==> config.mk <==
export PLATFORM = sky130hd
export DESIGN_NAME = elevator
export DESIGN_NICKNAME = d
export VERILOG_FILES = /design/src/rtl/elevator_pkg.sv /design/src/rtl/elevator.sv
export SDC_FILE = /design/constraint.sdc
export NUM_CORES = 1
export LEC_CHECK = 0
export ABC_AREA = 0
export BUFFER_PORTS_ARGS = -buffer_cell sky130_fd_sc_hd__buf_2
export CAP_MARGIN = 20
export CORE_AREA = 3 3 40 42
export CTS_CLUSTER_SIZE = 10
export DETAILED_ROUTE_END_ITERATION = 10
export DIE_AREA = 0 0 43 45
export GPL_TIMING_DRIVEN = 0
export PLACE_DENSITY_LB_ADDON = 0.1
export SLEW_MARGIN = 10
export SYNTH_ARGS = -nofsm -noshare
export SYNTH_HDL_FRONTEND = slang
export SYNTH_SLANG_ARGS = --single-unit
==> constraint.sdc <==
create_clock -name clk -period 5.4 [get_ports clk]
set_clock_uncertainty 0.15 [all_clocks]
set_input_delay 0.27 -clock clk [delete_from_list [all_inputs] [get_ports clk]]
set_output_delay 0.27 -clock clk [all_outputs]
set_load 0.02 [all_outputs]
==> src/rtl/elevator_pkg.sv <==
// Shared types and constants for the single-car elevator engine and the
// dual-elevator system built on top of it.
package elevator_pkg;

  typedef enum logic [1:0] {
    IDLE      = 2'd0,
    MOVE_UP   = 2'd1,
    MOVE_DOWN = 2'd2,
    DOOR_OPEN = 2'd3
  } state_e;

  typedef logic [1:0] floor_t;

  localparam int     NUM_FLOORS = 4;
  localparam floor_t TOP_FLOOR  = 2'd3;

endpackage

==> src/rtl/elevator.sv <==
// Single-car elevator controller: accepts one request while idle, steps the
// car a floor per FLOOR_TICKS cycles, then holds the door for DOOR_TICKS.
module elevator
  import elevator_pkg::*;
#(
  parameter int FLOOR_TICKS = 4,
  parameter int DOOR_TICKS  = 3
) (
  input  logic       clk,
  input  logic       rst_n,
  input  logic [1:0] target_floor,
  input  logic       move_enable,
  output logic [1:0] current_floor,
  output logic       door_open,
  output logic       moving_up,
  output logic       moving_down,
  output logic       elevator_busy
);

  localparam int TMAX = (FLOOR_TICKS > DOOR_TICKS) ? FLOOR_TICKS : DOOR_TICKS;
  localparam int TW   = (TMAX > 1) ? $clog2(TMAX) : 1;

  localparam logic [TW-1:0] FLOOR_LAST = TW'(FLOOR_TICKS - 1);
  localparam logic [TW-1:0] DOOR_LAST  = TW'(DOOR_TICKS - 1);

  state_e        state_q, state_d;
  floor_t        floor_q, floor_d;
  floor_t        tgt_q, tgt_d;
  logic [TW-1:0] timer_q, timer_d;
  logic          move_enable_q;
  logic          req;
  floor_t        floor_up, floor_dn;

  assign req      = move_enable & ~move_enable_q;
  assign floor_up = floor_q + 2'd1;
  assign floor_dn = floor_q - 2'd1;

  always_ff @(posedge clk or negedge rst_n) begin
    if (!rst_n) begin
      state_q       <= IDLE;
      floor_q       <= '0;
      tgt_q         <= '0;
      timer_q       <= '0;
      move_enable_q <= 1'b0;
    end else begin
      state_q       <= state_d;
      floor_q       <= floor_d;
      tgt_q         <= tgt_d;
      timer_q       <= timer_d;
      move_enable_q <= move_enable;
    end
  end

  // One timer serves both travel and door hold; it is cleared on every state change.
  always_comb begin
    state_d = state_q;
    floor_d = floor_q;
    tgt_d   = tgt_q;
    timer_d = timer_q;
    unique case (state_q)
      IDLE: begin
        if (req) begin
          tgt_d   = target_floor;
          timer_d = '0;
          if (target_floor > floor_q)      state_d = MOVE_UP;
          else if (target_floor < floor_q) state_d = MOVE_DOWN;
          else                             state_d = DOOR_OPEN;
        end
      end
      MOVE_UP: begin
        if (timer_q == FLOOR_LAST) begin
          floor_d = floor_up;
          timer_d = '0;
          if (floor_up == tgt_q) state_d = DOOR_OPEN;
        end else begin
          timer_d = timer_q + TW'(1);
        end
      end
      MOVE_DOWN: begin
        if (timer_q == FLOOR_LAST) begin
          floor_d = floor_dn;
          timer_d = '0;
          if (floor_dn == tgt_q) state_d = DOOR_OPEN;
        end else begin
          timer_d = timer_q + TW'(1);
        end
      end
      DOOR_OPEN: begin
        if (timer_q == DOOR_LAST) begin
          timer_d = '0;
          state_d = IDLE;
        end else begin
          timer_d = timer_q + TW'(1);
        end
      end
      default: state_d = IDLE;
    endcase
  end

  assign current_floor = floor_q;
  assign door_open     = (state_q == DOOR_OPEN);
  assign moving_up     = (state_q == MOVE_UP);
  assign moving_down   = (state_q == MOVE_DOWN);
  assign elevator_busy = (state_q != IDLE);

endmodule

==> key figures <==
Synthesis
  – Synthesized net count: between 80 and 90
  – Yosys reg bits: 9
  – Post-synth ARST share: 100.0%
  – Sequential share of the synthesized area: between 30% and 40%
  – Post-synth top cells: ha_1, inv_1, dfrtp_1
  – Synth Flop Type: dfrtp_1
  – Mapped Cells: around 70
  – Synth area leaders: dfrtp_1, ha_1, inv_1
  – Yosys warns: 0
  – Post-synthesis cell type count: 21
  – Post-synth EDFFs: 0
  – Post-synth top area share: between 30% and 40%
  – Avg Inst Size Synth: around 9.6 µm²
  – Post-synth top area cell: dfrtp_1
  – Area of the mapped netlist: between 600 and 700 µm²

Clock tree
  – CTS tree: built
  – Clock sinks: 9
  – Clock root cell: clkbuf_4
  – Clock Latency Late Sink: between 0.2 and 0.3 ns
  – # Post-CTS Setup Buffers: 0
  – H-tree level count: 1
  – Hold-fix buffers, CTS: 2
  – Clock transition at path regs: ~0.060 ns
  – Clock Tree Buf Depth: 2
  – Cts repair resizes: 0
  – TritonCTS buffer count: 3

Floorplanning
  – I/O pin count: 11
  – Initial Util: 51.70%
  – Die ar.: just under 2000 µm²
  – Die width: 43 µm
  – Row count: 13
  – Area of the core: between 1000 and 1500 µm²
  – Die Ht: about 45 µm

STA
  – Rel. slew slack: around four fifths
  – Slew Viols, Final: 0
  – Final Setup Violations: 0
  – RSZ-0062 raised after global routing: false
  – Setup WS post-layout: between 3 and 4 ns
  – Final period util: between 30 and 40%
  – Measured slew at the worst slew-check pin: 0.3172 ns
  – Tmin final: about 1.8 ns
  – Final Hold Viols: 0
  – TNS Setup: 0 ns
  – Max Fclk: around 0.54 GHz

Detailed routing
  – ANT nets after route: 0
  – Post-Route WL: approximately 1.2 mm
  – Routed vias: between 500 and 600
  – Remaining DRCs: 0
  – Detailed Route Iter0 Violations: 10
  – Mean routed wirelength per cell: around 12 µm
  – Vias per inst: between 5 and 6
  – TritonRoute pass-1 iters: 4

Worst setup path
  – Cell family contributing the most delay on the critical path: simple AND/OR/NAND/NOR gates
  – Critical path, cell by cell: inv_1 -> ha_1 -> nor3b_1 -> nor3_2 -> nor4_4 -> mux2i_1
  – Reg-to-Reg End: state_q[0]
  – CP max stage delay: 0.36 ns
  – Crit. End Element: register
  – Worst reg-to-reg path cell count: 6
  – Worst reg-to-reg setup slack: ~3.6 ns
  – Crit-path max FO: 8
  – RR Startpoint: state_q[0]
  – Crit path required time: around 5.4 ns
  – WS Path Type: register to register
  – Startpoint types: register
  – Stages on the worst setup path: 6
  – Critical Path AT: approximately 1.9 ns
  – Slowest cell on the critical path: dfrtp_1
  – Crit path buffers/inverters: 1

Pwr
  – Pwr dens: approximately 640 nW/µm²
  – Sw Share: between 40% and 50%
  – Leakage power: around 0.00038 µW
  – Clock share of power: about a tenth
  – VDD IR-drop max: slightly above 0.3 mV
  – Comb pwr share: 63.0%
  – Pint: 262.0 µW
  – Switching Power: approximately 240 µW
  – Sequential fraction of design power: 26.6%

Worst hold path
  – Min-delay worst type: input port to register
  – Hold Startpoint: target_floor[1]
  – Hold endpoint: tgt_q[1]
  – Hold path cells: 2

Placement
  – DP Worst Slack: between 3 and 4 ns
  – Placed Area: between 700 and 800 µm²
  – Buffers on Ports: 10
  – GPL Wtd Cong: about 0.75
  – Detail Placement HPWL: roughly 940 µm

Job
  – Max_cap viols: 0

Final layout
  – Inserted Diodes: 0
  – # nets final: approximately 100
  – Share of cells above drive strength 1: around 22%
  – Area occupied by multi-input gates: approximately 400 µm²
  – Post-route cell area: between 700 and 800 µm²
  – Area delta synth->final: 17.33%
  – Reg area: approximately 230 µm²
  – Fillers: 123

Outcome
  – Status: finished clean

Global routing
  – Total track usage: between 10% and 20%
  – Initial antenna violation count: 0
  – Remaining Overflow, GRT: 0
  – Largest net degree at the start of global routing: 10
  – Vias in the first global route: around 500
  – First-pass GRT wire length: 2.132 mm
-- power groups by stage --
stage	sequential (µW)	clock [µW]	combinational [µW]
5_1_grt	138	54.2	353
3_3_place_gp	133	0	310
3_5_place_dp	134	0	314
4_1_cts	133	52.4	317
6_report	133	51.7	313
2_1_floorplan	135	0	243
-- logic make-up after synthesis --
group	count (synthesis)	share of synthesized area, %
and+or+nand+nor	17	16.57
AOI/OAI and AO/OA	15	13.94
buffers and inverters	11	6.215
adders and majority gates	11	20.72
DFF	9	33.90
xor gates and xnor gates	3	3.956
muxes	3	4.708
-- state kept, by name, summed over array words and instances (netlist names) --
register	cells
current_floor	2
move_enable_q	1
state_q	2
tgt_q	2
timer_q	2
-- worst max-delay path by stage --
| stage | start | endpoint |
|---|---|---|
| finish | state_q[0] | state_q[0] |
| global route | state_q[0] | state_q[0] |
| CTS | state_q[0] | state_q[0] |
| detailed placement | state_q[0] | state_q[1] |
| global placement | state_q[0] | state_q[0] |
| floorplan | state_q[0] | state_q[0] |
-- cells in the final DEF, fill, tap and decap left out, types with 3 or more instances in the layout --
| cell | count |
|---|---|
| ha_1 | 11 |
| buf_2 | 10 |
| dfrtp_1 | 9 |
| a21oi_1 | 4 |
| xnor2_1 | 3 |
| nand2_1 | 7 |
| clkbuf_4 | 3 |
| o21ai_0 | 4 |
| inv_1 | 11 |
-- worst register-to-register path, stage by stage, from the launching register on --
cell,delay (ns)
dfrtp_1,0.36
inv_1,0.11
ha_1,0.31
nor3b_1,0.27
nor3_2,0.08
nor4_4,0.28
mux2i_1,0.21
-- stage by stage --
step / instances / hold WS (ns) / util, % / power [µW]
floorplan: 69 / -0.1756 / - / 378.7
global placement: 94 / -0.01815 / 57.06 / 442.3
detailed placement: 94 / -0.01932 / 57.06 / 447.5
CTS: 100 / 0.1085 / 60.66 / 501.7
global route: 100 / 0.1294 / 60.66 / 545.2
finish: 100 / 0.1095 / 60.66 / 497.5
-- per-layer routing --
metal / global-route usage [%] / part of all wire (%) / vias up
li1: - / - / 268
met1: 19.70 / 50 / 243
met2: 22.46 / 44 / 11
met3: 3.586 / 4.7 / 2
met4: 7.229 / 0.85 / 0
met5: 0 / 0 / -
-- final cells by class --
cell class                 count  share of cell area, %
multi-input combinational     49                  51.04
sequential                     9                  28.89
timing repair buffer          12                  8.989
inverter                      11                  5.297
clock buffer                   4                  3.371
tap                           15                  2.408
Note: power is estimated with default switching activity, not from simulation.
